### src/rtl/riscv_pipe_pkg.sv
// Shared pipeline-control types: FSM encodings, register-index width and x0 index.
package riscv_pipe_pkg;

  typedef enum logic [1:0] {
    RUN     = 2'd0,
    FLUSH   = 2'd1,
    MEMWAIT = 2'd2
  } pipe_state_e;

  localparam int REG_IDX_W = 5;
  localparam logic [REG_IDX_W-1:0] REG_X0 = '0;

  function automatic logic [31:0] sat_inc32(input logic [31:0] v);
    return (v == 32'hFFFF_FFFF) ? v : v + 32'd1;
  endfunction

endpackage

### src/rtl/load_use_detect.sv
// Flags an ID-stage read of the register that the load currently in EX will write.
module load_use_detect
  import riscv_pipe_pkg::*;
(
  input  logic                 ex_memread,
  input  logic [REG_IDX_W-1:0] ex_rd,
  input  logic [REG_IDX_W-1:0] id_rs1,
  input  logic [REG_IDX_W-1:0] id_rs2,
  input  logic                 id_use_rs1,
  input  logic                 id_use_rs2,
  output logic                 hit
);

  assign hit = ex_memread && (ex_rd != REG_X0) &&
               ((id_use_rs1 && (ex_rd == id_rs1)) || (id_use_rs2 && (ex_rd == id_rs2)));

endmodule

### src/rtl/pipeline_hazard_ctrl.sv
// Stall/flush sequencer for the 5-stage core: load-use stalls, branch flushes, dmem waits.
// Optional saturating performance counters are built when HAZARD_PERF_CNT_EN is defined.
module pipeline_hazard_ctrl
  import riscv_pipe_pkg::*;
#(
  parameter int FLUSH_EXTRA = 0,
  parameter int TIMEOUT     = 255
) (
  input  logic                 clk,
  input  logic                 rst_n,
  input  logic [REG_IDX_W-1:0] id_rs1,
  input  logic [REG_IDX_W-1:0] id_rs2,
  input  logic                 id_use_rs1,
  input  logic                 id_use_rs2,
  input  logic                 ex_memread,
  input  logic [REG_IDX_W-1:0] ex_rd,
  input  logic                 ex_branch_taken,
  input  logic                 mem_access,
  input  logic                 dmem_ready,
  output logic                 pc_write,
  output logic                 ifid_write,
  output logic                 ifid_flush,
  output logic                 idex_write,
  output logic                 idex_flush,
  output logic                 exmem_write,
  output logic                 memwb_flush,
  output logic                 mem_timeout,
  output logic                 busy
`ifdef HAZARD_PERF_CNT_EN
  ,
  output logic [31:0]          stall_cnt,
  output logic [31:0]          flush_cnt_total,
  output logic [31:0]          wait_cnt_total
`endif
);

  localparam int WAIT_W = (TIMEOUT > 0) ? $clog2(TIMEOUT + 1) : 1;
  localparam logic [WAIT_W-1:0] WAIT_MAX  = '1;
  localparam logic [WAIT_W-1:0] WAIT_LIM  = WAIT_W'(TIMEOUT);
  localparam logic [3:0]        FLUSH_LOAD = 4'(FLUSH_EXTRA);

  pipe_state_e       state_q, state_d, ret_q, ret_d, eff_state;
  logic [3:0]        flush_cnt_q, flush_cnt_d, save_cnt_q, save_cnt_d, eff_cnt;
  logic [WAIT_W-1:0] wait_cnt_q, wait_cnt_d;
  logic              mem_timeout_d;
  logic              lu_hit, freeze_req, in_wait, timeout_hit, freeze;

  load_use_detect u_lud (
    .ex_memread (ex_memread),
    .ex_rd      (ex_rd),
    .id_rs1     (id_rs1),
    .id_rs2     (id_rs2),
    .id_use_rs1 (id_use_rs1),
    .id_use_rs2 (id_use_rs2),
    .hit        (lu_hit)
  );

  assign freeze_req  = mem_access && !dmem_ready;
  assign in_wait     = (state_q == MEMWAIT);
  assign timeout_hit = in_wait && freeze_req && (TIMEOUT != 0) && (wait_cnt_q == WAIT_LIM);
  assign freeze      = freeze_req && !timeout_hit;

  // MEMWAIT is a transparent pause: the release cycle behaves like the state it interrupted.
  assign eff_state = in_wait ? (timeout_hit ? RUN : ret_q) : state_q;
  assign eff_cnt   = in_wait ? save_cnt_q : flush_cnt_q;

  always_comb begin
    state_d       = state_q;
    ret_d         = ret_q;
    flush_cnt_d   = flush_cnt_q;
    save_cnt_d    = save_cnt_q;
    wait_cnt_d    = wait_cnt_q;
    mem_timeout_d = mem_timeout_q_or();
    pc_write      = 1'b1;
    ifid_write    = 1'b1;
    idex_write    = 1'b1;
    exmem_write   = 1'b1;
    ifid_flush    = 1'b0;
    idex_flush    = 1'b0;
    memwb_flush   = 1'b0;

    if (freeze) begin
      pc_write    = 1'b0;
      ifid_write  = 1'b0;
      idex_write  = 1'b0;
      exmem_write = 1'b0;
      memwb_flush = 1'b1;
      state_d     = MEMWAIT;
      if (!in_wait) begin
        ret_d      = state_q;
        save_cnt_d = flush_cnt_q;
        wait_cnt_d = WAIT_W'(1);
      end else if (wait_cnt_q != WAIT_MAX) begin
        wait_cnt_d = wait_cnt_q + WAIT_W'(1);
      end
    end else begin
      state_d     = RUN;
      flush_cnt_d = eff_cnt;
      memwb_flush = timeout_hit;
      if (ex_branch_taken) begin
        ifid_flush = 1'b1;
        idex_flush = 1'b1;
        if (FLUSH_EXTRA > 0) begin
          state_d     = FLUSH;
          flush_cnt_d = FLUSH_LOAD;
        end
      end else if (eff_state == FLUSH) begin
        ifid_flush  = 1'b1;
        state_d     = (eff_cnt > 4'd1) ? FLUSH : RUN;
        flush_cnt_d = (eff_cnt != 4'd0) ? eff_cnt - 4'd1 : 4'd0;
      end else if (lu_hit) begin
        pc_write   = 1'b0;
        ifid_write = 1'b0;
        idex_flush = 1'b1;
      end
    end

    if (!rst_n) begin
      pc_write    = 1'b0;
      ifid_write  = 1'b0;
      idex_write  = 1'b0;
      exmem_write = 1'b0;
      ifid_flush  = 1'b1;
      idex_flush  = 1'b1;
      memwb_flush = 1'b1;
    end
  end

  function automatic logic mem_timeout_q_or();
    return mem_timeout || timeout_hit;
  endfunction

  assign busy = rst_n && (state_q != RUN);

  always_ff @(posedge clk or negedge rst_n) begin
    if (!rst_n) begin
      state_q     <= RUN;
      ret_q       <= RUN;
      flush_cnt_q <= '0;
      save_cnt_q  <= '0;
      wait_cnt_q  <= '0;
      mem_timeout <= 1'b0;
    end else begin
      state_q     <= state_d;
      ret_q       <= ret_d;
      flush_cnt_q <= flush_cnt_d;
      save_cnt_q  <= save_cnt_d;
      wait_cnt_q  <= wait_cnt_d;
      mem_timeout <= mem_timeout_d;
    end
  end

`ifdef HAZARD_PERF_CNT_EN
  logic lu_stall, br_event;

  assign br_event = !freeze && ex_branch_taken;
  assign lu_stall = !freeze && !ex_branch_taken && (eff_state == RUN) && lu_hit;

  always_ff @(posedge clk or negedge rst_n) begin
    if (!rst_n) begin
      stall_cnt       <= '0;
      flush_cnt_total <= '0;
      wait_cnt_total  <= '0;
    end else begin
      if (lu_stall) stall_cnt       <= sat_inc32(stall_cnt);
      if (br_event) flush_cnt_total <= sat_inc32(flush_cnt_total);
      if (in_wait)  wait_cnt_total  <= sat_inc32(wait_cnt_total);
    end
  end
`endif

endmodule

### config.mk
export PLATFORM = sky130hd
export DESIGN_NAME = pipeline_hazard_ctrl
export DESIGN_NICKNAME = d
export VERILOG_FILES = /design/src/rtl/riscv_pipe_pkg.sv /design/src/rtl/load_use_detect.sv /design/src/rtl/pipeline_hazard_ctrl.sv
export SDC_FILE = /design/constraint.sdc
export NUM_CORES = 1
export LEC_CHECK = 0
export ABC_AREA = 1
export BUFFER_PORTS_ARGS = -buffer_cell sky130_fd_sc_hd__buf_2
export CORE_ASPECT_RATIO = 1.2
export CORE_MARGIN = 2
export CORE_UTILIZATION = 45
export DETAILED_ROUTE_END_ITERATION = 8
export PLACE_DENSITY_LB_ADDON = 0.2
export SYNTH_ARGS = -nofsm -noshare
export SYNTH_HDL_FRONTEND = slang
export SYNTH_SLANG_ARGS = --single-unit
### constraint.sdc
create_clock -name clk -period 1.6 [get_ports clk]
set_input_delay 0.08 -clock clk [delete_from_list [all_inputs] [get_ports clk]]
set_output_delay 0.08 -clock clk [all_outputs]
set_load 0.1 [all_outputs]
==> summary.md, run 1 <==
| Metric | Value |
|---|---|
| Initial drt markers | `45` |
| Crit end category | `flop` |
| CTS root buf | `clkbuf_4` |
| Die area | `3440 um^2` |
| CP delay by family, top | `buffers and inverters` |
| Pwr Density | `663 nW/um^2` |
| RSZ-0062 raised after global routing | `true` |
| Wire length of the first global-routing pass | `6130 um` |
| Hold Crit Class | `in -> reg` |
| I/O Buffers | `31` |
| Largest net degree at the start of global routing | `17` |
| Failing checks | `setup timing` |
| Worst path buffer plus inverter count | `10` |
| Total number of H-tree levels | `1` |
| WHS | `0.181 ns` |
| Fmax | `0.480 GHz` |
| CP Cell Sequence | `ha_2 > inv_2 > nor2_4 > nand3_2 > buf_4 > buf_4 > buf_4 > buf_4 > buf_4 > buf_4 > buf_4 > buf_4 > buf_4 > nand2_1` |
| CTS tree | `yes` |
| Die height | `63.8 um` |
| Gpl congestion | `0.841` |
| Reg2reg start | `wait_cnt_q[0]` |
| Fin nets | `281` |
| Vias | `1507` |
| Final period util | `1.30` |
| Final setup viols | `22` |
| Setup CP Type | `reg -> reg` |
| Sequential share of the synthesized area | `0.392` |
| Maximum clock path buffer count | `2` |
| Filler cells | `183` |
| CP Data Arrival Time | `2.33 ns` |
| Worst skew pair latency | `0.30 ns` |
| CTS Buf Count | `3` |
| CP startpoint kind | `flop` |
| Clk pin slew, worst setup/hold paths | `0.12 ns` |
| VDD IR max | `646 uV` |
| Critical path's most frequent cell | `buf_4` |
| Proportion of layout cells with a drive suffix above 1 | `0.473` |
| Hold depth | `4` |
| Final WS setup | `-0.484 ns` |
| Crit path time final | `2.08 ns` |
| Hold path start | `ex_branch_taken` |
| Hold EP | `flush_cnt_q[2]` |
| Core area | `2810 um^2` |
| Initial antenna violation count | `0` |
| DRT Pass-1 Iters | `4` |
| R2R Setup Slk | `-0.48 ns` |
| CP startpoint | `wait_cnt_q[0]` |
| Synth cell types | `27` |
| Synth-to-layout area growth | `58.0%` |
| Slowest cell on crit path | `dfrtp_1` |
| Post-Syn Area | `1340 um^2` |
| Final wirelength | `4130 um` |
| DP Area | `1770 um^2` |
| Yosys warning count | `0` |
| Number of antenna diodes | `0` |
| Initial Utilization | `0.477` |
| Die span in x | `53.8 um` |
| All-Layer GR Usage | `0.236` |
| Drt drc | `0` |
| Yosys reg bits | `21` |
| Worst r2r dst | `mem_timeout` |
| I/O pins | `32` |
| Vias per Instance | `5.20` |
| Total grt overflow | `0` |
| Dpl ws | `-0.115 ns` |
| Avg Cell Area, Syn | `7.10 um^2` |
| Site row count | `21` |
| Total of max-cap violations | `0` |
| Setup_tns | `-4.98 ns` |
| Post-Syn Instances | `189` |
| CP max FO | `2` |
| Slew Limit Fails | `0` |
| CP peak stage delay | `0.40 ns` |
| Status | `finished with violations` |
| Post-DP HPWL | `2540 um` |
| Final ANT Viol Nets | `0` |
| Syn_nets | `213` |
| Final hold violation count | `0` |
| Design area | `2120 um^2` |
| Rel. slew slack | `0.655` |
| Leak | `1.08 nW` |
| Slew @ Worst Pin | `0.511 ns` |
| Vias in the first global route | `1451` |
| DR WL/cell | `14.2 um` |
| Data required, critical path | `1.85 ns` |
| Clk_skew | `0.00348 ns` |
| Reg2Reg Depth | `14` |
| Sink Count | `21` |
[kinds of logic after synthesis]
family                   share of synthesized area
buffers and inverters                        0.126
adder cells (fa/ha/maj)                    0.00933
XOR/XNOR                                    0.0326
AO/OA/AOI/OAI                                0.120
AND/OR/NAND/NOR                              0.320
flip-flops                                   0.392
[per-layer routing]
metal	routed length (um)	part of all wire	track usage	vias to the layer above
li1	-	-	-	729
met1	1600	0.39	0.268	722
met2	2250	0.54	0.424	44
met3	158	0.038	0.0350	12
met4	121	0.029	0.0865	0
met5	0	0	0	-
[worst max-delay path by stage]
stage | endpoint | slack, ns | cells past startpoint
after floorplan | pc_write | -0.68 | 10
after global placement | ifid_write | -0.04 | 11
after detailed placement | pc_write | -0.12 | 11
after CTS | pc_write | -0.42 | 11
after global routing | pc_write | -0.55 | 12
final | mem_timeout | -0.48 | 14
[state kept, by name, indices dropped and copies added, names as in the netlist]
signal,cells
flush_cnt_q,4
mem_timeout,1
ret_q,2
save_cnt_q,4
state_q,2
wait_cnt_q,8
[tightest hold or removal path: stages]
cell and delay [ns]:
buf_2 0.15, nor2_4 0.07, nand4_1 0.08, nand3_2 0.07
[repair_timing]
| action | in CTS | in global routing |
|---|---|---|
| pin swaps | 7 | 16 |
| hold buffers | 1 | 0 |
| endpoints found under the setup margin | 9 | 20 |
| resized for setup | 21 | 32 |
| buffers inserted | 15 | 6 |
| hold endpoints to repair | 21 | 0 |
[synth_stat cells (all sizes together)]
cell,n,area (um^2)
a21oi,5,25.0
and2,2,12.5
buf,4,31.3
dfrtp,21,526
ha,1,12.5
inv,36,138
nand2,49,201
nand3,10,60.1
nand4,5,31.3
nor2,22,95.1
nor3,2,21.3
nor3b,1,7.51
o21ai,24,124
o22ai,2,12.5
xnor2,1,8.76
xor2,4,35.0
[cell usage in the layout, fill, tap and decap left out, types with 4 or more instances in the layout]
cell type	n
buf_12	7
o21ai_1	6
nand3_2	6
nand2_4	4
o21ai_2	7
dfrtp_1	20
nor2_4	5
nand2_2	9
inv_1	30
o21ai_0	11
xor2_1	4
nand2_1	36
buf_6	9
buf_2	24
buf_4	26
nand4_1	5
nor2_2	5
nor2_1	12
[layout make-up]
| class | instances | area, um^2 | share of cell area |
|---|---|---|---|
| Multi-Input combinational cell | 128 | 812 | 0.383 |
| Timing Repair Buffer | 67 | 567 | 0.267 |
| Sequential cell | 21 | 527 | 0.249 |
| Inverter | 36 | 144 | 0.0679 |
| Tap cell | 34 | 42.5 | 0.0201 |
| Clock buffer | 3 | 22.5 | 0.0106 |
| Clock inverter | 1 | 5.00 | 0.00236 |
[metrics by stage]
stage / std cells / util / total power [mW]
global placement: 266 / 0.630 / 1.05
finish: 290 / 0.754 / 1.40
detailed placement: 266 / 0.630 / 1.07
global route: 290 / 0.754 / 1.48
floorplan: 189 / - / 0.913
CTS: 285 / 0.709 / 1.34
[power breakdown]
group	switching [mW]	internal, mW
clock network	0.165	0.0930
logic	0.334	0.195
registers	0.0334	0.584
total	0.533	0.872
Power figures use the tool's default switching activity.
==> run 2, diff against run 1 <==
ABC_AREA = 0   (was 1)
SLEW_MARGIN = 20   (was not set)
==> run 2 against run 1 <==
Against the previous run: the flow still finishes with violations (setup timing); critical path depth shrank 6; synthesized cell count shrank 24%; final cell count shrank 17%; highest routed layer unchanged.
==> summary.md, run 2 <==
| Metric | Value |
|---|---|
| Status | `finished with violations (unchanged)` |
| Failing checks | `setup timing (unchanged)` |
| Crit path time final | `2.11 ns (was 2.08 ns)` |
| Fmax | `0.475 GHz (was 0.480 GHz)` |
| Final wirelength | `3870 um (was 4130 um)` |
| Async set-or-reset flop fraction in the synthesized netlist | `1.00 (unchanged)` |
| I/O Buffers | `31 (unchanged)` |
| Final hold violation count | `0 (unchanged)` |
| Max reg flops | `8 (unchanged)` |
| Rel. slew slack | `0.612 (was 0.655)` |
| Crit end category | `output port (was flop)` |
| Yosys reg bits | `21 (unchanged)` |
| Core area | `2760 um^2 (was 2810 um^2)` |
| Site row count | `21 (unchanged)` |
| Initial drt markers | `23 (was 45)` |
| Initial Utilization | `0.463 (was 0.477)` |
| I/O pins | `32 (unchanged)` |
| Met1 Usage GRT | `0.280 (was 0.268)` |
| Yosys warning count | `0 (unchanged)` |
| Final WS setup | `-0.506 ns (was -0.484 ns)` |
| Hold path start | `dmem_ready (was ex_branch_taken)` |
| Post-Synth Adder-Cell Area | `0.00978 (was 0.00933)` |
| Simple-Gate Fraction of Synth Area | `0.242 (was 0.320)` |
| DRT Pass-1 Iters | `4 (unchanged)` |
| Drt drc | `0 (unchanged)` |
| Final ANT Viol Nets | `0 (unchanged)` |
| Final period util | `1.32 (was 1.30)` |
| Largest cells by area after synthesis | `dfrtp_1, xnor2_1, nand2_1 (was dfrtp_1, nand2_1, inv_1)` |
| DR WL/cell | `16.0 um (was 14.2 um)` |
| Post-Syn Area | `1280 um^2 (was 1340 um^2)` |
| Avg Cell Area, Syn | `8.94 um^2 (was 7.10 um^2)` |
| Post-Syn Instances | `143 (was 189)` |
| Met2 Use GR | `0.414 (was 0.424)` |
| CP Data Arrival Time | `2.03 ns (was 2.33 ns)` |
| All-Layer GR Usage | `0.239 (was 0.236)` |
| RSZ-0062 raised after global routing | `true (unchanged)` |
| CP max FO | `9 (was 2)` |
| Syn_nets | `167 (was 213)` |
| CTS root buf | `clkbuf_4 (unchanged)` |
| Total of max-cap violations | `0 (unchanged)` |
| Gpl congestion | `0.832 (was 0.841)` |
| Slew @ Worst Pin | `0.580 ns (was 0.511 ns)` |
| VDD IR max | `719 uV (was 646 uV)` |
| Mux contribution to synthesized area | `0.0568 (was 0)` |
| Setup CP Type | `reg -> out (was reg -> reg)` |
| Maximum clock path buffer count | `2 (unchanged)` |
| Vias | `1329 (was 1507)` |
| Clk pin slew, worst setup/hold paths | `0.13 ns (was 0.12 ns)` |
| Die span in x | `52.7 um (was 53.8 um)` |
| Clk_skew | `0.0155 ns (was 0.00348 ns)` |
| Placed Cells | `228 (was 266)` |
| R2R Setup Slk | `-0.33 ns (was -0.48 ns)` |
| Reg2reg start | `state_q[0] (was wait_cnt_q[0])` |
| Hold EP | `ret_q[0] (was flush_cnt_q[2])` |
| CTS tree | `yes (unchanged)` |
| Most flop-heavy register | `wait_cnt_q (unchanged)` |
| Slew Limit Fails | `0 (unchanged)` |
| Regs by FF count | `wait_cnt_q x8, flush_cnt_q x4, save_cnt_q x4 (unchanged)` |
| Wire length of the first global-routing pass | `5890 um (was 6130 um)` |
| Post-DP HPWL | `2700 um (was 2540 um)` |
| Post-synth EDFFs | `0 (unchanged)` |
| Vias per Instance | `5.51 (was 5.20)` |
| Synth-to-layout area growth | `68.1% (was 58.0%)` |
| Overall Power | `1.62 mW (was 1.40 mW)` |
| Total grt overflow | `0 (unchanged)` |
| Proportion of layout cells with a drive suffix above 1 | `0.517 (was 0.473)` |
| Leak | `0.973 nW (was 1.08 nW)` |
| Sink Count | `21 (unchanged)` |
| Fin nets | `232 (was 281)` |
| Initial antenna violation count | `0 (unchanged)` |
| Compound-cell area share of the yosys netlist | `0.140 (was 0.120)` |
| Sequential share of the synthesized area | `0.411 (was 0.392)` |
| Die height | `62.4 um (was 63.8 um)` |
| Synth cell types | `37 (was 27)` |
| Most frequent cells in the layout | `buf_4, buf_2, dfrtp_1 (was nand2_1, inv_1, buf_4)` |
| Largest family of logic cells by synthesized area | `simple AND/OR/NAND/NOR gates (unchanged)` |
| Data required, critical path | `1.52 ns (was 1.85 ns)` |
| Worst r2r dst | `flush_cnt_q[1] (was mem_timeout)` |
| Dominant synthesized flop cell | `dfrtp_1 (unchanged)` |
| Fin cells | `241 (was 290)` |
| Most numerous cell in the Yosys netlist | `dfrtp_1 (was nand2_1)` |
| Most frequent cells after synthesis | `dfrtp_1, nand2_1, nor2_1 (was nand2_1, inv_1, dfrtp_1)` |
| Gr busiest metal | `met2 (unchanged)` |
| Share of the synthesized area in the top cell type | `0.411 (was 0.392)` |
| Area leader, netlist | `dfrtp_1 (unchanged)` |
| Pwr Density | `756 nW/um^2 (was 663 nW/um^2)` |
| Largest net degree at the start of global routing | `13 (was 17)` |
| Synth Area in XOR/XNOR | `0.0959 (was 0.0326)` |
| Most common cell after layout, fill and taps aside | `buf_4 (was nand2_1)` |
| Hold depth | `4 (unchanged)` |
| Total number of H-tree levels | `1 (unchanged)` |
| Vias in the first global route | `1378 (was 1451)` |
| Die area | `3290 um^2 (was 3440 um^2)` |
| Hold Crit Class | `in -> reg (unchanged)` |
| Met3 usage | `0.0335 (was 0.0350)` |
| Reg2Reg Depth | `7 (was 14)` |
| Number of antenna diodes | `0 (unchanged)` |
| CP startpoint kind | `flop (unchanged)` |
| Worst skew pair latency | `0.31 ns (was 0.30 ns)` |
| Final setup viols | `20 (was 22)` |
| CTS Buf Count | `3 (unchanged)` |
==> run 2: kinds of logic after synthesis <==
kind of cell,count (synthesis)
xor+xnor,14
compound gates,27
buf+inv,11
simple gates,62
fa+ha+maj,1
mux,7
flops,21
==> run 2: worst max-delay path by stage <==
stage,endpoint,startpoint,cells past startpoint
2_1_floorplan,pc_write,wait_cnt_q[0],7
3_3_place_gp,flush_cnt_q[2],state_q[1],6
3_5_place_dp,flush_cnt_q[2],wait_cnt_q[1],6
4_1_cts,ifid_write,state_q[0],8
5_1_grt,ifid_flush,state_q[0],8
6_report,ifid_flush,state_q[0],8
==> run 2: area by class of cell <==
type	count	area, um^2
multi-input combinational	111	938
fill	181	609
timing repair buffer	67	589
sequential	21	526
tap	34	42.5
inverter	4	26.3
clock buffer	3	22.5
clock inverter	1	5.00
==> run 2: metrics by stage <==
stage	TNS, ns	setup WS (ns)	utilization	area, um^2	hold WS, ns
2_1_floorplan	-1.74	-0.610	-	1420	-0.216
3_3_place_gp	-0.957	-0.142	0.675	1860	-0.0754
3_5_place_dp	-1.22	-0.142	0.675	1860	-0.0673
4_1_cts	-3.38	-0.466	0.718	1980	0.0823
5_1_grt	-6.57	-0.572	0.779	2150	0.130
6_report	-5.19	-0.506	0.779	2150	0.121
==> run 2: critical path: stages, from the launching register on <==
cell,delay (ns)
dfrtp_1,0.42
nand2b_4,0.17
buf_12,0.13
o31ai_4,0.32
buf_4,0.17
buf_6,0.11
inv_8,0.05
o21ai_4,0.14
buf_12,0.19
==> run 2: timing repair <==
action | in CTS | in global routing
buffers inserted | 5 | 3
resized for setup | 8 | 35
hold endpoints to repair | 21 | 0
hold buffers | 1 | 0
pin swaps | 6 | 10
setup endpoints to repair | 17 | 25
==> run 2: layer usage <==
| metal | wire, um | part of all wire | up-vias |
|---|---|---|---|
| met3 | 99 | 0.026 | 13 |
| met5 | 0 | 0 | - |
| met2 | 2090 | 0.54 | 38 |
| met4 | 134 | 0.035 | 0 |
| met1 | 1540 | 0.40 | 653 |
| li1 | - | - | 625 |
==> run 2: where the power goes <==
part | internal [mW] | switching, mW
Clock | 0.0934 | 0.167
Sequential | 0.602 | 0.0822
Combinational | 0.309 | 0.370
Total | 1.01 | 0.619
==> run 3, diff against run 2 <==
SKIP_CTS_REPAIR_TIMING = 1   (was not set)
==> run 3 against run 2 <==
Against the previous run: the flow still finishes with violations (setup timing); via count is 3.8% lower; utilization is 6.3 points lower; power is 5.2% lower; combinational power is 9.7% lower; clock skew is 0.0037 ns lower; worst setup slack worse by 0.0029 ns; critical path depth is 1 lower; largest cell class unchanged.
==> summary.md, run 3 (synthesis results as in run 2) <==
| Metric | Value |
|---|---|
| Most common cell after layout, fill and taps aside | `buf_4 (unchanged)` |
| DRT Pass-1 Iters | `4 (unchanged)` |
| I/O Buffers | `31 (unchanged)` |
| Critical path's most frequent cell | `buf_12 (unchanged)` |
| Sink Count | `21 (unchanged)` |
| CP startpoint | `state_q[0] (unchanged)` |
| Site row count | `21 (unchanged)` |
| Total grt overflow | `0 (unchanged)` |
| DP Area | `1860 um^2 (unchanged)` |
| Psw | `0.569 mW (was 0.619 mW)` |
| Hold path start | `dmem_ready (unchanged)` |
| CP Cell Sequence | `nand2b_4 > buf_4 > o31ai_4 > buf_12 > nand2_4 > a41oi_4 > buf_12 (was nand2b_4 > buf_12 > o31ai_4 > buf_4 > buf_6 > inv_8 > o21ai_4 > buf_12)` |
| RSZ-0062 raised after global routing | `true (unchanged)` |
| Hold Crit Class | `in -> reg (unchanged)` |
| CP peak stage delay | `0.42 ns (about the same)` |
| Setup CP Type | `reg -> out (unchanged)` |
| CTS root buf | `clkbuf_4 (unchanged)` |
| Proportion of layout cells with a drive suffix above 1 | `0.429 (was 0.517)` |
| Clock Power Share | `0.169 (was 0.160)` |
| Failing checks | `setup timing (unchanged)` |
| Die area | `3290 um^2 (unchanged)` |
| Fmax | `0.474 GHz (was 0.475 GHz)` |
| Met2 Use GR | `0.377 (was 0.414)` |
| Design area | `1980 um^2 (was 2150 um^2)` |
| Vias in the first global route | `1322 (was 1378)` |
| Crit path time final | `2.11 ns (about the same)` |
| Total of max-cap violations | `0 (unchanged)` |
| Slowest cell on crit path | `dfrtp_1 (unchanged)` |
| Final period util | `1.32 (about the same)` |
| CP Data Arrival Time | `2.03 ns (about the same)` |
| Final ANT Viol Nets | `0 (unchanged)` |
| VDD IR max | `706 uV (was 719 uV)` |
| Die span in x | `52.7 um (unchanged)` |
| Data required, critical path | `1.52 ns (about the same)` |
| Placed Cells | `228 (unchanged)` |
| CTS Buf Count | `3 (unchanged)` |
| Pwr Density | `779 nW/um^2 (was 756 nW/um^2)` |
| Internal Power | `0.971 mW (was 1.01 mW)` |
| Number of antenna diodes | `0 (unchanged)` |
| Synth-to-layout area growth | `54.6% (was 68.1%)` |
| Initial Utilization | `0.463 (unchanged)` |
| Wire length of the first global-routing pass | `5540 um (was 5890 um)` |
| Final setup viols | `20 (unchanged)` |
| Met3 usage | `0.0359 (was 0.0335)` |
| Max reg flops | `8 (unchanged)` |
| Met1 Usage GRT | `0.264 (was 0.280)` |
| Worst skew pair latency | `0.31 ns (about the same)` |
| Rel. slew slack | `0.680 (was 0.612)` |
| Net Sw Frac | `0.369 (was 0.381)` |
| Most flop-heavy register | `wait_cnt_q (unchanged)` |
| CP delay by family, top | `compound AO/OA/AOI/OAI gates (was buffers and inverters)` |
| Die height | `62.4 um (unchanged)` |
| Initial antenna violation count | `0 (unchanged)` |
| WHS | `0.0875 ns (was 0.121 ns)` |
| Largest net degree at the start of global routing | `13 (unchanged)` |
| Clk_skew | `0.0117 ns (was 0.0155 ns)` |
| CP max FO | `3 (was 9)` |
| Layout Utilization | `0.717 (was 0.779)` |
| Vias per Instance | `5.35 (was 5.51)` |
| DR WL/cell | `14.2 um (was 16.0 um)` |
| Fin nets | `230 (was 232)` |
| Slew @ Worst Pin | `0.483 ns (was 0.580 ns)` |
| Gpl congestion | `0.832 (unchanged)` |
| Fin cells | `239 (was 241)` |
| CP startpoint kind | `flop (unchanged)` |
| Worst path buffer plus inverter count | `3 (was 5)` |
| I/O pins | `32 (unchanged)` |
| Leak | `0.913 nW (was 0.973 nW)` |
| Total number of H-tree levels | `1 (unchanged)` |
| Final hold violation count | `0 (unchanged)` |
| Reg2reg start | `state_q[1] (was state_q[0])` |
| Maximum clock path buffer count | `2 (unchanged)` |
| Crit end category | `output port (unchanged)` |
| All-Layer GR Usage | `0.223 (was 0.239)` |
| Post-DP HPWL | `2700 um (unchanged)` |
| Core area | `2760 um^2 (unchanged)` |
| Final wirelength | `3400 um (was 3870 um)` |
| Reg power frac | `0.432 (was 0.421)` |
| CTS tree | `yes (unchanged)` |
| Slew Limit Fails | `0 (unchanged)` |
| Gr busiest metal | `met2 (unchanged)` |
| Regs by FF count | `wait_cnt_q x8, flush_cnt_q x4, save_cnt_q x4 (unchanged)` |
| Clk pin slew, worst setup/hold paths | `0.12 ns (was 0.13 ns)` |
| Vias | `1278 (was 1329)` |
| Status | `finished with violations (unchanged)` |
| Drt drc | `0 (unchanged)` |
| Final WS setup | `-0.509 ns (was -0.506 ns)` |
| Logic pwr share | `0.398 (was 0.418)` |
| Most frequent cells in the layout | `buf_4, buf_2, dfrtp_1 (unchanged)` |
| Initial drt markers | `12 (was 23)` |
run 3: worst paths after layout:
kind | to | slack (ns) | cells past startpoint
hold reg to reg | mem_timeout | 0.51 | 1
max in group asynchronous | wait_cnt_q[3] | 0.85 | 3
setup reg to reg | flush_cnt_q[1] | -0.27 | 7
min in group asynchronous | wait_cnt_q[7] | 0.24 | 2
hold / removal | ret_q[0] | 0.09 | 4
setup / recovery | pc_write | -0.51 | 7
run 3: metal layers:
metal,vias to the layer above,routed length (um)
met5,-,0
met4,0,78
met3,9,92
met2,22,1800
met1,625,1430
li1,622,-
run 3: worst register-to-register path: stages (launching register included):
cell and delay, ns:
dfrtp_1 0.44, buf_4 0.16, and2b_2 0.22, a31oi_4 0.05, or3_4 0.35, buf_4 0.16, or3_1 0.31, a31oi_1 0.13
run 3: cell type report:
class	count	area, um^2
Inverter	4	21.3
Timing Repair Buffer	65	547
Fill cell	214	782
Tap cell	34	42.5
Clock buffer	3	22.5
Multi-Input combinational cell	111	813
Sequential cell	21	526
Clock inverter	1	5.00
run 3: power by group through the flow:
stage,Clock (mW),Combinational (mW),Sequential [mW]
2_1_floorplan,0,0.369,0.673
3_3_place_gp,0,0.572,0.668
3_5_place_dp,0,0.593,0.673
4_1_cts,0.270,0.595,0.662
5_1_grt,0.300,0.674,0.673
6_report,0.261,0.613,0.666
run 3: stage by stage:
| step | TNS, ns | total power [mW] | setup WS, ns |
|---|---|---|---|
| detailed placement | -1.22 | 1.27 | -0.142 |
| finish | -4.62 | 1.54 | -0.509 |
| floorplan | -1.74 | 1.04 | -0.610 |
| CTS | -3.62 | 1.53 | -0.501 |
| global placement | -0.957 | 1.24 | -0.142 |
| global route | -6.48 | 1.65 | -0.629 |
